`config.mk`:
```
export PLATFORM = sky130hd
export DESIGN_NAME = mc_controller
export DESIGN_NICKNAME = d
export VERILOG_FILES = /design/src/rtl/mc_controller_pkg.sv /design/src/rtl/mc_aludec.sv /design/src/rtl/mc_controller.sv
export SDC_FILE = /design/constraint.sdc
export NUM_CORES = 1
export LEC_CHECK = 0
export ABC_AREA = 1
export BUFFER_PORTS_ARGS = -buffer_cell sky130_fd_sc_hd__buf_2
export CAP_MARGIN = 15
export CORE_MARGIN = 10
export CORE_UTILIZATION = 35
export CTS_BUF_LIST = sky130_fd_sc_hd__clkbuf_4 sky130_fd_sc_hd__clkbuf_8 sky130_fd_sc_hd__clkbuf_16
export CTS_CLUSTER_DIAMETER = 30
export DETAILED_ROUTE_END_ITERATION = 8
export GPL_TIMING_DRIVEN = 0
export HOLD_SLACK_MARGIN = 0.15
export PLACE_DENSITY = 0.64
export SLEW_MARGIN = 40
export SYNTH_ARGS = -nofsm -noshare
export SYNTH_HDL_FRONTEND = slang
export SYNTH_HIERARCHICAL = 1
export SYNTH_SLANG_ARGS = --single-unit
```
`constraint.sdc`:
```
create_clock -name clk -period 5.6 [get_ports clk]
set_clock_uncertainty 0.05 [all_clocks]
set_input_delay 0.84 -clock clk [delete_from_list [all_inputs] [get_ports clk]]
set_output_delay 0.84 -clock clk [all_outputs]
set_load 0.01 [all_outputs]
```
`src/rtl/mc_controller_pkg.sv`:
```
// Shared constants for the multicycle MIPS-style controller:
// state encodings, opcode/funct values and ALU control codes.
package mc_controller_pkg;

    localparam logic [3:0] S_FETCH   = 4'd0;
    localparam logic [3:0] S_DECODE  = 4'd1;
    localparam logic [3:0] S_MEMADR  = 4'd2;
    localparam logic [3:0] S_MEMRD   = 4'd3;
    localparam logic [3:0] S_MEMWB   = 4'd4;
    localparam logic [3:0] S_MEMWR   = 4'd5;
    localparam logic [3:0] S_EXECUTE = 4'd6;
    localparam logic [3:0] S_ALUWB   = 4'd7;
    localparam logic [3:0] S_BRANCH  = 4'd8;
    localparam logic [3:0] S_ADDIEX  = 4'd9;
    localparam logic [3:0] S_ADDIWB  = 4'd10;
    localparam logic [3:0] S_JUMP    = 4'd11;

    localparam logic [5:0] OP_RTYPE = 6'b000000;
    localparam logic [5:0] OP_LW    = 6'b100011;
    localparam logic [5:0] OP_SW    = 6'b101011;
    localparam logic [5:0] OP_BEQ   = 6'b000100;
    localparam logic [5:0] OP_ADDI  = 6'b001000;
    localparam logic [5:0] OP_J     = 6'b000010;

    localparam logic [5:0] F_ADD = 6'b100000;
    localparam logic [5:0] F_SUB = 6'b100010;
    localparam logic [5:0] F_AND = 6'b100100;
    localparam logic [5:0] F_OR  = 6'b100101;
    localparam logic [5:0] F_SLT = 6'b101010;

    localparam logic [1:0] ALUOP_ADD   = 2'b00;
    localparam logic [1:0] ALUOP_SUB   = 2'b01;
    localparam logic [1:0] ALUOP_FUNCT = 2'b10;

    localparam logic [2:0] ALU_AND = 3'b000;
    localparam logic [2:0] ALU_OR  = 3'b001;
    localparam logic [2:0] ALU_ADD = 3'b010;
    localparam logic [2:0] ALU_SUB = 3'b110;
    localparam logic [2:0] ALU_SLT = 3'b111;

    // True for R-type funct codes the datapath implements.
    function automatic logic funct_known(input logic [5:0] f);
        return (f == F_ADD) || (f == F_SUB) || (f == F_AND) ||
               (f == F_OR)  || (f == F_SLT);
    endfunction

endpackage

```
`src/rtl/mc_aludec.sv`:
```
// ALU control decoder: maps aluop plus the R-type funct field
// onto the 3-bit ALU operation select.
module mc_aludec
    import mc_controller_pkg::*;
(
    input  logic [5:0] funct,
    input  logic [1:0] aluop,
    output logic [2:0] alucontrol
);

    // Unknown funct codes fall back to add so the ALU stays benign.
    always_comb begin
        alucontrol = ALU_ADD;
        case (aluop)
            ALUOP_SUB: alucontrol = ALU_SUB;
            ALUOP_FUNCT: begin
                case (funct)
                    F_ADD:   alucontrol = ALU_ADD;
                    F_SUB:   alucontrol = ALU_SUB;
                    F_AND:   alucontrol = ALU_AND;
                    F_OR:    alucontrol = ALU_OR;
                    F_SLT:   alucontrol = ALU_SLT;
                    default: alucontrol = ALU_ADD;
                endcase
            end
            default: alucontrol = ALU_ADD;
        endcase
    end

endmodule

```
`src/rtl/mc_controller.sv`:
```
// Multicycle controller: Moore FSM with optional memory wait,
// illegal-instruction pulse and retired-instruction counter.
module mc_controller
    import mc_controller_pkg::*;
#(
    parameter bit MEM_WAIT_EN = 1'b1,
    parameter int CNT_W       = 32
) (
    input  logic             clk,
    input  logic             reset,
    input  logic [5:0]       op,
    input  logic [5:0]       funct,
    input  logic             zero,
    input  logic             mem_ready,
    output logic             mem_req,
    output logic             iord,
    output logic             memwrite,
    output logic             irwrite,
    output logic             regdst,
    output logic             memtoreg,
    output logic             regwrite,
    output logic             alusrca,
    output logic [1:0]       alusrcb,
    output logic [2:0]       alucontrol,
    output logic [1:0]       pcsrc,
    output logic             pcen,
    output logic [3:0]       state,
    output logic             illegal,
    output logic [CNT_W-1:0] retired
);

    logic [3:0]       state_q, state_d;
    logic [CNT_W-1:0] retired_q, retired_d;
    logic             illegal_q, illegal_d;
    logic             mem_done;
    logic             retire;
    logic             pcwrite;
    logic             branch;
    logic [1:0]       aluop;

    // With waits disabled every memory state completes in one cycle.
    assign mem_done = !MEM_WAIT_EN || mem_ready;

    // Next state, illegal detection and retirement bookkeeping.
    always_comb begin
        state_d   = state_q;
        illegal_d = 1'b0;
        retire    = 1'b0;
        unique case (state_q)
            S_FETCH: if (mem_done) state_d = S_DECODE;
            S_DECODE: begin
                case (op)
                    OP_LW, OP_SW: state_d = S_MEMADR;
                    OP_RTYPE:     state_d = S_EXECUTE;
                    OP_BEQ:       state_d = S_BRANCH;
                    OP_ADDI:      state_d = S_ADDIEX;
                    OP_J:         state_d = S_JUMP;
                    default: begin
                        state_d   = S_FETCH;
                        illegal_d = 1'b1;
                    end
                endcase
            end
            S_MEMADR: state_d = (op == OP_SW) ? S_MEMWR : S_MEMRD;
            S_MEMRD:  if (mem_done) state_d = S_MEMWB;
            S_MEMWR: begin
                if (mem_done) begin
                    state_d = S_FETCH;
                    retire  = 1'b1;
                end
            end
            S_EXECUTE: begin
                state_d   = S_ALUWB;
                illegal_d = !funct_known(funct);
            end
            S_ADDIEX: state_d = S_ADDIWB;
            S_MEMWB, S_ALUWB, S_ADDIWB, S_BRANCH, S_JUMP: begin
                state_d = S_FETCH;
                retire  = 1'b1;
            end
            default: state_d = S_FETCH;
        endcase
        retired_d = retire ? retired_q + CNT_W'(1) : retired_q;
    end

    // State, pulse and counter registers.
    always_ff @(posedge clk or posedge reset) begin
        if (reset) begin
            state_q   <= S_FETCH;
            retired_q <= '0;
            illegal_q <= 1'b0;
        end else begin
            state_q   <= state_d;
            retired_q <= retired_d;
            illegal_q <= illegal_d;
        end
    end

    // Control decode from state; reset masks every side effect.
    always_comb begin
        mem_req  = 1'b0;
        iord     = 1'b0;
        memwrite = 1'b0;
        irwrite  = 1'b0;
        regdst   = 1'b0;
        memtoreg = 1'b0;
        regwrite = 1'b0;
        alusrca  = 1'b0;
        alusrcb  = 2'b00;
        aluop    = ALUOP_ADD;
        pcsrc    = 2'b00;
        pcwrite  = 1'b0;
        branch   = 1'b0;
        unique case (state_q)
            S_FETCH: begin
                mem_req = 1'b1;
                alusrcb = 2'b01;
                irwrite = mem_done;
                pcwrite = mem_done;
            end
            S_DECODE: alusrcb = 2'b11;
            S_MEMADR, S_ADDIEX: begin
                alusrca = 1'b1;
                alusrcb = 2'b10;
            end
            S_MEMRD: begin
                mem_req = 1'b1;
                iord    = 1'b1;
            end
            S_MEMWR: begin
                mem_req  = 1'b1;
                iord     = 1'b1;
                memwrite = 1'b1;
            end
            S_MEMWB: begin
                memtoreg = 1'b1;
                regwrite = 1'b1;
            end
            S_EXECUTE: begin
                alusrca = 1'b1;
                aluop   = ALUOP_FUNCT;
            end
            S_ALUWB: begin
                regdst   = 1'b1;
                regwrite = 1'b1;
            end
            S_ADDIWB: regwrite = 1'b1;
            S_BRANCH: begin
                alusrca = 1'b1;
                aluop   = ALUOP_SUB;
                pcsrc   = 2'b01;
                branch  = 1'b1;
            end
            S_JUMP: begin
                pcsrc   = 2'b10;
                pcwrite = 1'b1;
            end
            default: ;
        endcase
        if (reset) begin
            mem_req  = 1'b0;
            irwrite  = 1'b0;
            pcwrite  = 1'b0;
            branch   = 1'b0;
            memwrite = 1'b0;
            regwrite = 1'b0;
        end
        pcen = pcwrite | (branch & zero);
    end

    mc_aludec u_aludec (
        .funct      (funct),
        .aluop      (aluop),
        .alucontrol (alucontrol)
    );

    assign state   = state_q;
    assign illegal = illegal_q;
    assign retired = retired_q;

endmodule

```
==> flow_summary.json, run 1 <==
{
  "design.die.area_um2": 12000,
  "nets": 552,
  "clk_pin_slew_worst_paths_ps": 90,
  "first_pass_iters": 5,
  "grt-ovfl-total": 0,
  "vias": 2958,
  "drc": 0,
  "r2r_start": "retired[0]",
  "synth.avg_cell_area_um2": 6.14,
  "clockBufferDepth": 2,
  "ff2ff_setup_slack_ps": 3850,
  "min_from": "retired[14]",
  "ys_ff_latch": 37,
  "synth_edf_count": 0,
  "place_congestion": 0.898,
  "async_reset_ff_share_pct": 100,
  "whs_path_depth": 1,
  "finalCritPeriodShare_pct": 53.9,
  "maxCapViolCount": 0,
  "min_period_ps": 3020,
  "ys_warn_count": 6,
  "place_area_um2": 3300,
  "root_buffer": "clkbuf_8",
  "leakagePower_nw": 1.78,
  "worst_pin_slew_ps": 477,
  "cp-start-kind": "register",
  "ir_drop_mv": 0.0910,
  "grt_max_degree": 21,
  "finalMaxSlewViolations": 0,
  "cts_tree": "built",
  "min_path_type": "reg2reg",
  "syn_nets": 476,
  "ys_types": 30,
  "status": "complete, no violations",
  "rr_worst_depth": 10,
  "hold_end": "retired[14]",
  "die_w_um": 110,
  "regArea_um2": 926,
  "synthFlopType": "dfrtp_1",
  "met3_usage_pct": 3.57,
  "die_y_um": 110,
  "post_cts_buffers": 0,
  "antenna_cells": 0,
  "drive_gt1_share_pct": 18.5,
  "io_pins": 69,
  "final_cells": 636,
  "dp_hpwl_um": 6450,
  "synthCells": 457,
  "grtUsageMet1_pct": 17.2,
  "track_usage_pct": 13.5,
  "multiInputGateArea_um2": 1620,
  "tns_ps": 0,
  "cts_num_sinks": 37,
  "nFillCells": 861,
  "rows": 32,
  "grt_use_met2_pct": 22.0,
  "end_kind": "output pin",
  "syn_to_final_growth_pct": 21.1,
  "syn_area_um2": 2800,
  "critPathArrivalTime_ps": 2130,
  "p_total_uw": 904,
  "grt_pass1_wl_um": 13300,
  "ant_nets": 0,
  "finalHoldViolations": 0,
  "dp.cells": 628,
  "via_per_inst": 4.65,
  "portBuffers": 68,
  "crit_type": "reg2out",
  "worstPathRequired_ps": 4710,
  "grt_pass1_vias": 2828,
  "clk_latency_ps": 300,
  "start_util_pct": 36.1,
  "cts.htree.levels": 2,
  "totalWireLength_um": 7900,
  "reg2reg_to": "retired[30]",
  "power_density_nw_per_um2": 266,
  "setup_viol_count_final": 0,
  "cts_hold_buf": 0,
  "core_um2": 7770,
  "whs_ps": 475,
  "grt_antenna_before_repair": 0,
  "stdcell_area_um2": 3400,
  "gr-max-usage-layer": "met2",
  "cts_inserted_buffers": 5,
  "post_cts_resized": 0,
  "rsz0062_at_grt": "no",
  "wl_per_cell_um": 12.4,
  "ys_seq_area_share_pct": 33.0,
  "max_clock_freq_mhz": 331,
  "max-slew-margin-rel_pct": 68.2,
  "cp_max_fo": 6,
  "drt_iter0_drc": 143
}
## final cells by class
type	count	share of cell area (%)
buffer	5	1.18
clock buffer	6	2.43
clock inverter	2	0.405
inverter	57	6.30
multi-input combinational	358	47.8
sequential	37	27.3
tap	102	3.76
timing repair buffer	69	10.8
## cells by family after synthesis
| group | count (synthesis) | share of synthesized area (%) |
|---|---|---|
| and+or+nand+nor | 329 | 49.4 |
| AOI/OAI and AO/OA | 12 | 2.77 |
| DFF | 37 | 33.0 |
| adders and majority gates | 3 | 1.34 |
| xor gates and xnor gates | 14 | 4.37 |
| buffers and inverters | 62 | 9.06 |
## synth_stat cells, drive strengths merged (2+ instances only)
cell | number | area [µm²]
buf | 5 | 40.0
a21oi | 4 | 20.0
nand4 | 5 | 31.3
dfrtp | 37 | 926
nor3b | 2 | 15.0
nand3b | 7 | 52.6
nor2 | 77 | 317
o21ai | 5 | 36.3
nand3 | 33 | 178
nand2 | 200 | 761
nor3 | 3 | 20.0
xor2 | 8 | 70.1
xnor2 | 6 | 52.6
ha | 3 | 37.5
inv | 57 | 214
## per-stage QoR
| step | worst slack, ps | utilization (%) |
|---|---|---|
| final | 2580 | 43.7 |
| after global routing | 2390 | 43.7 |
| after CTS | 2550 | 43.7 |
| after detailed placement | 2870 | 42.5 |
| after global placement | 2260 | 42.1 |
| after floorplan | 2840 | - |
## registers in the layout, summed over array words and instances, names as in the netlist
| register | flops |
|---|---|
| illegal | 1 |
| retired | 32 |
| state | 4 |
## worst max-delay path, cell delays in order, from the launching register on
cell     delay [ps]
dfrtp_1         390
inv_1           110
nand2_1         180
nor2_1          350
ha_1            330
or2_1           230
a21oi_1         110
buf_2           140
## worst max path at each step
| stage | from | endpoint | slack (ps) | cells after the start |
|---|---|---|---|---|
| after floorplan | reset | mem_req | 2840 | 3 |
| after CTS | state[3] | alucontrol[0] | 2550 | 7 |
| after global routing | state[3] | alucontrol[0] | 2390 | 7 |
| after detailed placement | reset | mem_req | 2870 | 6 |
| final | state[3] | alucontrol[0] | 2580 | 7 |
| after global placement | reset | regwrite | 2260 | 5 |
## cells in the final DEF (no fill, tap or decap)
cell type	instances
nor3_2	1
dfrtp_1	37
and2_1	1
a21oi_1	4
o211ai_1	1
buf_16	1
nand2_1	196
o21ai_4	1
or2_1	1
nor3_1	2
buf_2	70
clkinv_2	1
nand3_4	1
nor2_1	70
nor2_4	2
nand2_2	4
nand3_1	32
nor2_2	5
ha_1	3
clkinv_4	1
o21ai_1	1
nor3b_1	2
o31ai_1	1
inv_2	3
o21ai_0	3
xor2_1	8
buf_4	1
nand3b_1	7
clkbuf_8	6
buf_6	2
a31oi_1	1
inv_1	54
nand4_1	5
xnor2_1	6
## report_power, final
part	switching (mW)	total [mW]	internal [mW]
registers	0.0442	0.339	0.295
clock network	0.103	0.203	0.0999
logic	0.235	0.362	0.127
total	0.382	0.904	0.522
## per-layer routing
metal | up-vias | share of wire (%)
met5 | - | 0
met4 | 0 | 1.4
met3 | 10 | 6.9
met2 | 77 | 46
met1 | 1319 | 46
li1 | 1552 | -
Note: power is estimated with default switching activity, not from simulation.
==> run 2: changes to the inputs <==
--- a/config.mk
+++ b/config.mk
@@ -5,7 +5,7 @@
 export SDC_FILE = /design/constraint.sdc
 export NUM_CORES = 1
 export LEC_CHECK = 0
-export ABC_AREA = 1
+export ABC_AREA = 0
 export BUFFER_PORTS_ARGS = -buffer_cell sky130_fd_sc_hd__buf_2
 export CAP_MARGIN = 15
 export CORE_MARGIN = 10
@@ -15,7 +15,7 @@
 export DETAILED_ROUTE_END_ITERATION = 8
 export GPL_TIMING_DRIVEN = 0
 export HOLD_SLACK_MARGIN = 0.15
-export PLACE_DENSITY = 0.64
+export PLACE_DENSITY = 0.66
 export SLEW_MARGIN = 40
 export SYNTH_ARGS = -nofsm -noshare
 export SYNTH_HDL_FRONTEND = slang
==> constraint.sdc (replaced) <==
create_clock -name clk -period 3 [get_ports clk]
set_clock_uncertainty 0.05 [all_clocks]
set_input_delay 0.45 -clock clk [delete_from_list [all_inputs] [get_ports clk]]
set_output_delay 0.45 -clock clk [all_outputs]
set_load 0.01 [all_outputs]
==> run 2 against run 1 <==
  * Critical path depth is 1 higher
  * Highest routed layer unchanged
  * Via count is 34% lower
  * Global-route usage is 2.1 points lower
  * Synthesized area is 22% lower
  * Routed wire length is 30% lower
  * Non-clock buffer count is 3 higher
  * First-iteration DRC count is 44% lower
  * Die area is 18% lower
  * Sequential cell count stayed put
  * Final cell count is 41% lower
  * Count of clock-buffer cells in the layout is 1 higher
  * Utilization is 2.9 points higher
==> flow_summary.json, run 2 <==
{
  "worst_pin_slew_ps": 485,
  "grt_pass1_wl_um": 9450,
  "cts.htree.levels": 2,
  "place_congestion": 0.808,
  "min_path_type": "reg2reg",
  "clockBufferDepth": 2,
  "io_pins": 69,
  "syn_nets": 241,
  "dp_hpwl_um": 4280,
  "synth_top_area_cell": "dfrtp_1",
  "crit_type": "reg2out",
  "synthTopCellsByArea": "dfrtp_1, xnor2_1, xor2_1",
  "ys_ff_latch": 37,
  "regArea_um2": 926,
  "stdcell_area_um2": 2790,
  "ys_warn_count": 6,
  "power_density_nw_per_um2": 610,
  "cts_inserted_buffers": 5,
  "yosysMostFrequentCell": "dfrtp_1",
  "ys_seq_area_share_pct": 42.1,
  "cp-start-kind": "register",
  "swShare_pct": 36.0,
  "synthFlopType": "dfrtp_1",
  "power_switching_uw": 614,
  "design.die.area_um2": 9850,
  "clk_latency_ps": 280,
  "yosysTopAreaCellShare_pct": 42.1,
  "track_usage_pct": 11.3,
  "grt_pass1_vias": 1982,
  "grt_use_met2_pct": 18.0,
  "setup_viol_count_final": 0,
  "synth.avg_cell_area_um2": 9.90,
  "worstPathRequired_ps": 2500,
  "ys_types": 47,
  "max_clock_freq_mhz": 362,
  "vias": 1960,
  "first_pass_iters": 4,
  "portBuffers": 68,
  "nFillCells": 594,
  "cts_num_sinks": 37,
  "drt_iter0_drc": 80,
  "grtUsageMet1_pct": 14.2,
  "end_kind": "output pin",
  "ant_nets": 0,
  "antenna_cells": 0,
  "drc": 0,
  "finalMaxSlewViolations": 0,
  "rows": 28,
  "wl_per_cell_um": 14.8,
  "tns_ps": 0,
  "start_util_pct": 36.7,
  "critPathArrivalTime_ps": 2260,
  "ir_drop_mv": 0.360,
  "finalHoldViolations": 0,
  "yosys-top-cells-count": "dfrtp_1, xnor2_1, nor2_1",
  "cts_tree": "built",
  "finalCritPeriodShare_pct": 92.0,
  "p_clk_share_pct": 26.7,
  "grt_max_degree": 23,
  "cp_max_fo": 10,
  "clk_pin_slew_worst_paths_ps": 80,
  "maxCapViolCount": 0,
  "synthCells": 222,
  "syn_to_final_growth_pct": 27.2,
  "p_seq_share_pct": 36.2,
  "mostFrequentLayoutCells": "buf_2, dfrtp_1, xnor2_1",
  "largest_reg_flops": 32,
  "async_reset_ff_share_pct": 100,
  "rsz0062_at_grt": "no",
  "power_frac_comb_pct": 37.0,
  "via_per_inst": 5.23,
  "leakagePower_nw": 1.40,
  "min_period_ps": 2760,
  "totalWireLength_um": 5550,
  "max-slew-margin-rel_pct": 67.7,
  "place_ws_ps": 460,
  "status": "complete, no violations",
  "met3_usage_pct": 4.22,
  "syn_area_um2": 2200,
  "place_area_um2": 2660,
  "internal_power_mw": 1.09,
  "drive_gt1_share_pct": 31.3,
  "final_common_cell": "buf_2",
  "grt_antenna_before_repair": 0,
  "root_buffer": "clkbuf_8",
  "die_w_um": 99.2,
  "core_um2": 5990,
  "multiInputGateArea_um2": 1210,
  "timing.final.ws_setup_ps": 241,
  "synth_edf_count": 0,
  "nets": 318,
  "gr-max-usage-layer": "met2",
  "die_y_um": 99.2,
  "grt-ovfl-total": 0,
  "whs_ps": 418,
  "post_cts_buffers": 0
}
-- run 2: changes by cell type after synthesis, sizes merged, moves of 5 or more --
cell    change
nor2       -60
nand2b      +7
nand2     -190
and3       +11
xnor2      +15
inv        -50
xor2        +5
nor3        +9
nand3b      -7
nand3      -18
and4        +5
nor2b       +5
-- run 2: per-stage QoR --
stage	total power [mW]	cells	utilization [%]
finish	1.70	375	46.6
global route	1.82	375	46.6
CTS	1.72	375	46.6
detailed placement	1.26	366	44.4
global placement	1.25	365	43.9
floorplan	1.03	222	-
-- run 2: cell families after synthesis --
group | count (synthesis) | share of synthesized area (%)
AND/OR/NAND/NOR | 107 | 30.2
flip-flops | 37 | 42.1
multiplexers | 4 | 1.88
XOR/XNOR | 34 | 13.6
buffers and inverters | 14 | 3.19
adder cells (fa/ha/maj) | 3 | 1.71
AO/OA/AOI/OAI | 23 | 7.35
-- run 2: power groups by stage --
stage,sequential (mW),combinational [mW],clock (mW)
6_report,0.618,0.632,0.456
3_3_place_gp,0.624,0.621,0
3_5_place_dp,0.626,0.634,0
4_1_cts,0.616,0.636,0.470
5_1_grt,0.627,0.699,0.497
2_1_floorplan,0.639,0.391,0
-- run 2: path summary, 6_finish.rpt --
path | startpoint | endpoint | slack (ps) | cells past startpoint
max in group asynchronous | reset | retired[23] | 1750 | 4
max | state[3] | alucontrol[2] | 240 | 8
min | retired[31] | retired[31] | 420 | 1
max reg2reg | state[3] | retired[23] | 930 | 6
min reg2reg | retired[31] | retired[31] | 420 | 1
min in group asynchronous | reset | retired[1] | 700 | 3
-- run 2: layout make-up --
type / count / share of cell area, %
buffer: 7 / 1.57
clock buffer: 7 / 3.22
clock inverter: 1 / 1.07
inverter: 7 / 0.940
multi-input combinational: 171 / 43.2
sequential: 37 / 33.1
tap: 75 / 3.36
timing repair buffer: 70 / 13.5
-- run 2: routing by layer --
layer | wire (µm) | vias to the layer above
li1 | - | 951
met1 | 2430 | 946
met2 | 2640 | 58
met3 | 443 | 5
met4 | 40 | 0
met5 | 0 | -
-- run 2: what timing repair did --
item | CTS | global route
endpoints found under the setup margin | 0 | 2
hold buffers | 1 | 0
gates resized for setup | 0 | 1
endpoints found under the hold margin | 4 | 0
-- run 2: worst max-delay path, stage by stage, from the launching register on --
cell and delay (ps):
dfrtp_1 360, buf_2 230, nand2b_1 250, nor3_2 220, inv_1 70, ha_1 330
nand4bb_1 230, o22ai_1 140, buf_2 150
